<file path="config.mk">
export PLATFORM = sky130hd
export DESIGN_NAME = vga_scan_ctrl
export DESIGN_NICKNAME = d
export VERILOG_FILES = /design/src/rtl/vga_scan_ctrl.sv
export SDC_FILE = /design/constraint.sdc
export NUM_CORES = 1
export LEC_CHECK = 0
export ABC_AREA = 1
export BUFFER_PORTS_ARGS = -buffer_cell sky130_fd_sc_hd__buf_2
export CAP_MARGIN = 20
export CORE_MARGIN = 5
export CORE_UTILIZATION = 54
export DETAILED_ROUTE_END_ITERATION = 10
export PLACE_DENSITY = 0.8
export SLEW_MARGIN = 20
export SYNTH_ARGS = -nofsm -noshare
export SYNTH_HDL_FRONTEND = slang
export SYNTH_SLANG_ARGS = --single-unit
</file>
<file path="constraint.sdc">
create_clock -name clk -period 1.75 [get_ports clk]
set_input_delay 0.0875 -clock clk [delete_from_list [all_inputs] [get_ports clk]]
set_output_delay 0.0875 -clock clk [all_outputs]
set_load 0.02 [all_outputs]
</file>
<file path="src/rtl/vga_scan_ctrl.sv">
// VGA raster scan generator: pixel-tick divider, x/y scan counters, frame counter,
// and a one-pixel-latency colour/sync output stage with a per-frame vblank strobe.
module vga_scan_ctrl #(
    parameter int CLK_DIV   = 4,
    parameter int H_VISIBLE = 640,
    parameter int H_FP      = 16,
    parameter int H_SYNC    = 96,
    parameter int H_BP      = 48,
    parameter int V_VISIBLE = 480,
    parameter int V_FP      = 10,
    parameter int V_SYNC    = 2,
    parameter int V_BP      = 33,
    parameter int SYNC_POL  = 0
) (
    input  logic        clk,
    input  logic        rst,
    input  logic [2:0]  pix_rgb,
    output logic [9:0]  x,
    output logic [9:0]  y,
    output logic        video_on,
    output logic        pix_tick,
    output logic [3:0]  vga_r,
    output logic [3:0]  vga_g,
    output logic [3:0]  vga_b,
    output logic        hsync,
    output logic        vsync,
    output logic        vblank_start,
    output logic [15:0] frame_cnt
);

    localparam int H_TOTAL = H_VISIBLE + H_FP + H_SYNC + H_BP;
    localparam int V_TOTAL = V_VISIBLE + V_FP + V_SYNC + V_BP;
    localparam int DIV_W   = $clog2(CLK_DIV);

    localparam logic [DIV_W-1:0] DIV_LAST = DIV_W'(CLK_DIV - 1);
    localparam logic [DIV_W-1:0] DIV_ONE  = DIV_W'(1);

    localparam logic [9:0] X_LAST     = 10'(H_TOTAL - 1);
    localparam logic [9:0] Y_LAST     = 10'(V_TOTAL - 1);
    localparam logic [9:0] X_VIS      = 10'(H_VISIBLE);
    localparam logic [9:0] Y_VIS      = 10'(V_VISIBLE);
    localparam logic [9:0] Y_VIS_LAST = 10'(V_VISIBLE - 1);
    localparam logic [9:0] HS_FIRST   = 10'(H_VISIBLE + H_FP);
    localparam logic [9:0] HS_LAST    = 10'(H_VISIBLE + H_FP + H_SYNC - 1);
    localparam logic [9:0] VS_FIRST   = 10'(V_VISIBLE + V_FP);
    localparam logic [9:0] VS_LAST    = 10'(V_VISIBLE + V_FP + V_SYNC - 1);

    localparam logic SYNC_ACT  = (SYNC_POL != 0);
    localparam logic SYNC_IDLE = !SYNC_ACT;

    logic [DIV_W-1:0] div_q, div_d;
    logic [9:0]       x_q, x_d;
    logic [9:0]       y_q, y_d;
    logic [15:0]      frame_q, frame_d;
    logic [3:0]       r_q, r_d;
    logic [3:0]       g_q, g_d;
    logic [3:0]       b_q, b_d;
    logic             hsync_q, hsync_d;
    logic             vsync_q, vsync_d;

    logic tick;
    logic vis;
    logic in_hsync;
    logic in_vsync;

    assign tick     = (div_q == DIV_LAST);
    assign vis      = (x_q < X_VIS) && (y_q < Y_VIS);
    assign in_hsync = (x_q >= HS_FIRST) && (x_q <= HS_LAST);
    assign in_vsync = (y_q >= VS_FIRST) && (y_q <= VS_LAST);

    // Pixel divider and raster position; everything advances only on the tick.
    always_comb begin
        div_d   = (div_q == DIV_LAST) ? '0 : div_q + DIV_ONE;
        x_d     = x_q;
        y_d     = y_q;
        frame_d = frame_q;
        if (tick) begin
            if (x_q == X_LAST) begin
                x_d = '0;
                if (y_q == Y_LAST) begin
                    y_d     = '0;
                    frame_d = frame_q + 16'd1;
                end else begin
                    y_d = y_q + 10'd1;
                end
            end else begin
                x_d = x_q + 10'd1;
            end
        end
    end

    // Output stage samples the pixel being retired, so colour and sync share one pixel of latency.
    always_comb begin
        r_d     = r_q;
        g_d     = g_q;
        b_d     = b_q;
        hsync_d = hsync_q;
        vsync_d = vsync_q;
        if (tick) begin
            r_d     = vis ? {4{pix_rgb[2]}} : 4'h0;
            g_d     = vis ? {4{pix_rgb[1]}} : 4'h0;
            b_d     = vis ? {4{pix_rgb[0]}} : 4'h0;
            hsync_d = in_hsync ? SYNC_ACT : SYNC_IDLE;
            vsync_d = in_vsync ? SYNC_ACT : SYNC_IDLE;
        end
    end

    always_ff @(posedge clk) begin
        if (rst) begin
            div_q   <= '0;
            x_q     <= '0;
            y_q     <= '0;
            frame_q <= '0;
            r_q     <= '0;
            g_q     <= '0;
            b_q     <= '0;
            hsync_q <= SYNC_IDLE;
            vsync_q <= SYNC_IDLE;
        end else begin
            div_q   <= div_d;
            x_q     <= x_d;
            y_q     <= y_d;
            frame_q <= frame_d;
            r_q     <= r_d;
            g_q     <= g_d;
            b_q     <= b_d;
            hsync_q <= hsync_d;
            vsync_q <= vsync_d;
        end
    end

    assign x            = x_q;
    assign y            = y_q;
    assign video_on     = vis;
    assign pix_tick     = tick;
    assign vga_r        = r_q;
    assign vga_g        = g_q;
    assign vga_b        = b_q;
    assign hsync        = hsync_q;
    assign vsync        = vsync_q;
    assign vblank_start = tick && (x_q == X_LAST) && (y_q == Y_VIS_LAST);
    assign frame_cnt    = frame_q;

endmodule
</file>
## After elaboration in Yosys (flattened, before gate mapping)

Cells that the tools add are included.

- Word-level logic and storage cells: 38
- Bits in writable memories: 0
- Bits in latches: 0
- Register bits: 52
- Memories kept: 0
- Input bits: 5
- ROM bits: 0

- Shift-type cells: 0
- Order comparisons: 6
- Divide/modulo/power cells: 0
- Multiply operators: 0
- Bitwise logic cells: 0
- Mux-type cells: 7
- Equality and inequality tests: 4
- Add/sub/neg operators: 4
- Reductions and logical operators: 8

Operators with widths:

| cell | count |
|---|---|
| 10-bit by 1-bit adder with 10-bit output, second input constant | 2 |
| 10-bit == test, second input constant | 2 |
| 10-bit two-way mux | 2 |
| 16-bit by 1-bit adder with 16-bit output, second input constant | 1 |
| 4-bit two-way mux | 3 |
| 10-bit by 9-bit == test with 1-bit output, second input constant | 1 |
| 10-bit greater-or-equal comparator, second input constant | 1 |
| 10-bit by 9-bit greater-or-equal comparator with 1-bit output, second input constant | 1 |
| 10-bit <= comparator, second input constant | 1 |
| 10-bit by 9-bit <= comparator with 1-bit output, second input constant | 1 |
| 10-bit < comparator, second input constant | 1 |
| 10-bit by 9-bit < comparator with 1-bit output, second input constant | 1 |
| 1-bit logical AND | 5 |
| 3-bit AND reduction | 1 |
| 2-bit by 1-bit adder with 2-bit output, second input constant | 1 |
| 2-bit == test, second input constant | 1 |
| 1-bit two-way mux | 2 |
| 2-bit AND reduction | 1 |
| 2-bit OR reduction | 1 |

## Logic depth before layout (Yosys ltp)

- Word-level depth: 3
- Gate-level depth with buffers: 10
- Depth with buffers taken out: 10

## Worst setup path before layout

Ideal clock, no wire load.

- Kind: flip-flop to output port
- From: register x_q[1] (netlist: x[1])
- To: output vblank_start
- Slack: -0.197 ns
- Arrival: 1.859 ns
- Data required time: 1.662 ns
- Cell stages (with the launch flop): 7
- Cell sequence: dfxtp_1 > ha_1 > nand3_1 > nor2_2 > nand3_4 > buf_6 > nor4_1

- Cells in the longest elaborated chain, start to end: 3

RTL lines:

| what | RTL line | RTL |
|---|---|---|
| from (decl) | 52 | `logic [9:0] x_q, x_d;` |
| from (signal assigned) | 111 | `x_q <= '0;` |
| from (signal assigned) | 121 | `x_q <= x_d;` |
| 10-bit == test | 141 | `assign vblank_start = tick && (x_q == X_LAST) && (y_q == Y_VIS_LAST);` |
| 1-bit logical AND (2 in series) | 141 |  |
| to (decl) | 27 | `output logic vblank_start,` |

No other way between the ends.

## Final worst setup path

- From: register y_q[0] (netlist: y[0])
- To: output vblank_start

- Cells in the longest elaborated chain, start to end: 2

RTL lines:

| what | RTL line | RTL |
|---|---|---|
| from (decl) | 53 | `logic [9:0] y_q, y_d;` |
| from (signal assigned) | 122 | `y_q <= y_d;` |
| 10-bit by 9-bit == test with 1-bit output | 141 |  |
| 1-bit logical AND | 141 |  |

No other way between the ends.

==> impl_metrics.json <==
{
  "synth_top_family_by_area": "simple AND/OR/NAND/NOR gates",
  "totalPowerFinal_mw": 2.03,
  "dr.pass1.iters": 4,
  "coreArea_um2": 4690,
  "clockRootBuffer": "clkbuf_8",
  "synth-compound-area-share_pct": 8.36,
  "die_x_um": 79.3,
  "hpwlAfterDp_um": 4530,
  "grt_pass1_vias": 2394,
  "hold_viol": 0,
  "cap_violations": 0,
  "finalCritPeriodShare_pct": 95.1,
  "grt_max_degree": 15,
  "wl_per_cell_um": 13.0,
  "grt_pass1_wl_um": 10400,
  "final_cells": 495,
  "setup_violations": 0,
  "irDropWorstVdd_mv": 0.342,
  "crit_buf_inv": 2,
  "track_usage_pct": 20.5,
  "numCtsBuffers": 5,
  "netlist.top_cell.by_area": "dfxtp_1",
  "max_freq_ghz": 0.601,
  "seqCellArea_um2": 872,
  "synth_cells": 378,
  "wirelength_um": 6420,
  "ys_top_cells_by_area": "dfxtp_1, nand2_1, nor2_1",
  "seq_area_frac_synth_pct": 33.2,
  "slew_violations": 0,
  "crit_family": "simple AND/OR/NAND/NOR gates",
  "nFillCells": 395,
  "worstHoldPathType": "in2reg",
  "io_pins": 58,
  "fp.dieH_um": 79.3,
  "syn_avg_cell_area_um2": 6.85,
  "fin_area_um2": 3140,
  "max_slew.worst_pin.slew_ps": 418,
  "p_per_area_nw_per_um2": 647,
  "grt_setup_unrepaired": "true",
  "synth_fa_ha_area_share_pct": 2.90,
  "synth_cell_types": 32,
  "synth.cell_area_um2": 2590,
  "critPathMaxFanout": 5,
  "start_kind": "flop",
  "die_area_um2": 6280,
  "crit_type": "reg2out",
  "skew_ps": 12.3,
  "synthSimpleGateAreaFrac_pct": 40.2,
  "placed_cells": 479,
  "multiInputGateArea_um2": 1450,
  "antenna_found_initial": 0,
  "crit_chain": "ha_1, inv_1, nor2_4, nand2_2, nor4_4, buf_4",
  "gp_congestion": 0.830,
  "drive_gt1_share_pct": 31.7,
  "fin_nets": 451,
  "clock_latency_ps": 300,
  "detail_route.drc_violations": 0,
  "syn2layout_area_growth_pct": 21.4,
  "yosys_warnings": 0,
  "placed_area_um2": 2870,
  "cpPeakStageDelay_ps": 380,
  "arrival_ps": 1580,
  "synth_enable_flop_cells": 0,
  "synth_top_cell_area_share_pct": 33.2,
  "tns_ps": 0,
  "synth-seq-cells": 43,
  "fp-row-count": 25,
  "port-buffer-count": 57,
  "overflow": 0,
  "postRouteAntennaNets": 0,
  "first_iter_violations": 125,
  "cts_buffer_depth": 2,
  "initial_core_util_pct": 55.2,
  "htree_levels": 2,
  "synth_xor_xnor_area_share_pct": 2.37,
  "fin_crit_ps": 1660,
  "synth_nets": 389,
  "async_reset_ff_share_pct": 0,
  "p_leak_nw": 1.42,
  "muxShareOfSynthArea_pct": 0,
  "slowest_stage": "dfxtp_4",
  "drt-vias-per-instance": 5.17,
  "worst_hold_slack_ps": 39.7,
  "vias": 2560,
  "relSlewSlack_pct": 72.0,
  "cts_tree": "done",
  "status": "complete, no violations",
  "diodes": 0,
  "clk_pin_slew_ps": 90,
  "crit_path_end_kind": "output pin",
  "clock-sinks": 43,
  "cp_data_required_time_ps": 1660,
  "synth_ff_type": "dfxtp_1"
}
-- worst register-to-register path, delay by kind of cell, from the launching register on --
kind                     cells  cell delay (ps)
AO/OA/AOI/OAI                1              190
adder cells (fa/ha/maj)      1              160
buffers and inverters        2              140
flip-flops                   1              370
AND/OR/NAND/NOR              5              660
-- cells in the mapped netlist (4+ instances only) --
cell and count:
nor2_1 49, a21oi_2 10, ha_1 6, nand3_1 21
xor2_1 6, a21oi_1 12, nor2_2 8, dfxtp_1 43
nor2_4 4, buf_4 10, inv_2 5, nand2_1 95
nand4_1 12, nand2_2 13, inv_1 44, nor3_1 8
o21ai_0 9
-- layer usage --
metal | part of all wire [%] | vias up | global-route usage (%)
li1 | - | 1304 | -
met1 | 42 | 1175 | 23.6
met2 | 51 | 74 | 37.0
met3 | 6.0 | 7 | 4.20
met4 | 1.1 | 0 | 7.56
met5 | 0 | - | 0
-- worst paths after layout --
path | startpoint | end | slack (ps) | cells after the start
setup reg to reg | y[0] | frame_cnt[7] | 130 | 9
hold reg to reg | div_q[0] | div_q[0] | 440 | 1
setup / recovery | y[0] | vblank_start | 90 | 6
hold / removal | pix_rgb[1] | vga_g[2] | 40 | 3
-- placed cells by master, fill, tap and decap left out, drive strengths merged --
master,synthesis,final
a31oi,1,1
o21bai,1,1
buf,18,73
nand2,108,108
nand3,25,25
bufinv,0,2
nand3b,2,2
inv,49,49
o21ai,11,11
dfxtp,43,43
nor3b,1,1
nor4,1,1
clkbuf,0,5
nor3,8,8
clkinv,1,1
nand4,12,12
a21oi,22,22
nor2,62,62
xor2,6,6
xnor2,1,1
ha,6,6
clkinvlp,0,1
-- state kept, by name, summed over array words and instances, names as in the netlist --
register / flops
frame_cnt: 16
x: 10
y: 10
div_q: 2
hsync: 1
vga_b: 1
vga_g: 1
vga_r: 1
vsync: 1
-- power by group --
| part | switching (mW) | internal [mW] | leakage (nW) |
|---|---|---|---|
| Sequential | 0.00757 | 0.987 | 0.351 |
| Combinational | 0.0692 | 0.0331 | 1.01 |
| Clock | 0.368 | 0.569 | 0.0644 |
-- per-stage QoR --
stage | utilization, % | setup slack (ps)
5_1_grt | 67.0 | -13.1
4_1_cts | 65.4 | 9.26
2_1_floorplan | - | 43.5
3_3_place_gp | 61.3 | 93.5
3_5_place_dp | 61.3 | 73.0
6_report | 67.0 | 86.0
-- logic make-up (layout without fill, tap and decap cells) --
family | after synthesis | after routing
adders and majority gates | 6 | 6
AOI/OAI and AO/OA | 35 | 35
and+or+nand+nor | 219 | 219
DFF | 43 | 43
xor gates and xnor gates | 7 | 7
buffers and inverters | 68 | 131
-- what timing repair did --
item                       4_1_cts  5_1_grt
hold endpoints to repair         0        0
hold buffers                     0        0
resized for setup               11       11
setup buffers                    4        4
pin swaps                        2        3
setup endpoints to repair        1        5
-- area by class of cell --
| type | instances | area share (%) |
|---|---|---|
| well taps | 54 | 2.15 |
| clock inverters | 3 | 2.15 |
| repair buffers | 73 | 13.6 |
| flip-flops and latches | 43 | 27.7 |
| inverters | 50 | 5.97 |
| multi-input cells | 267 | 46.2 |
| clock buffers | 5 | 2.19 |
(Power assumes the default switching activity.)
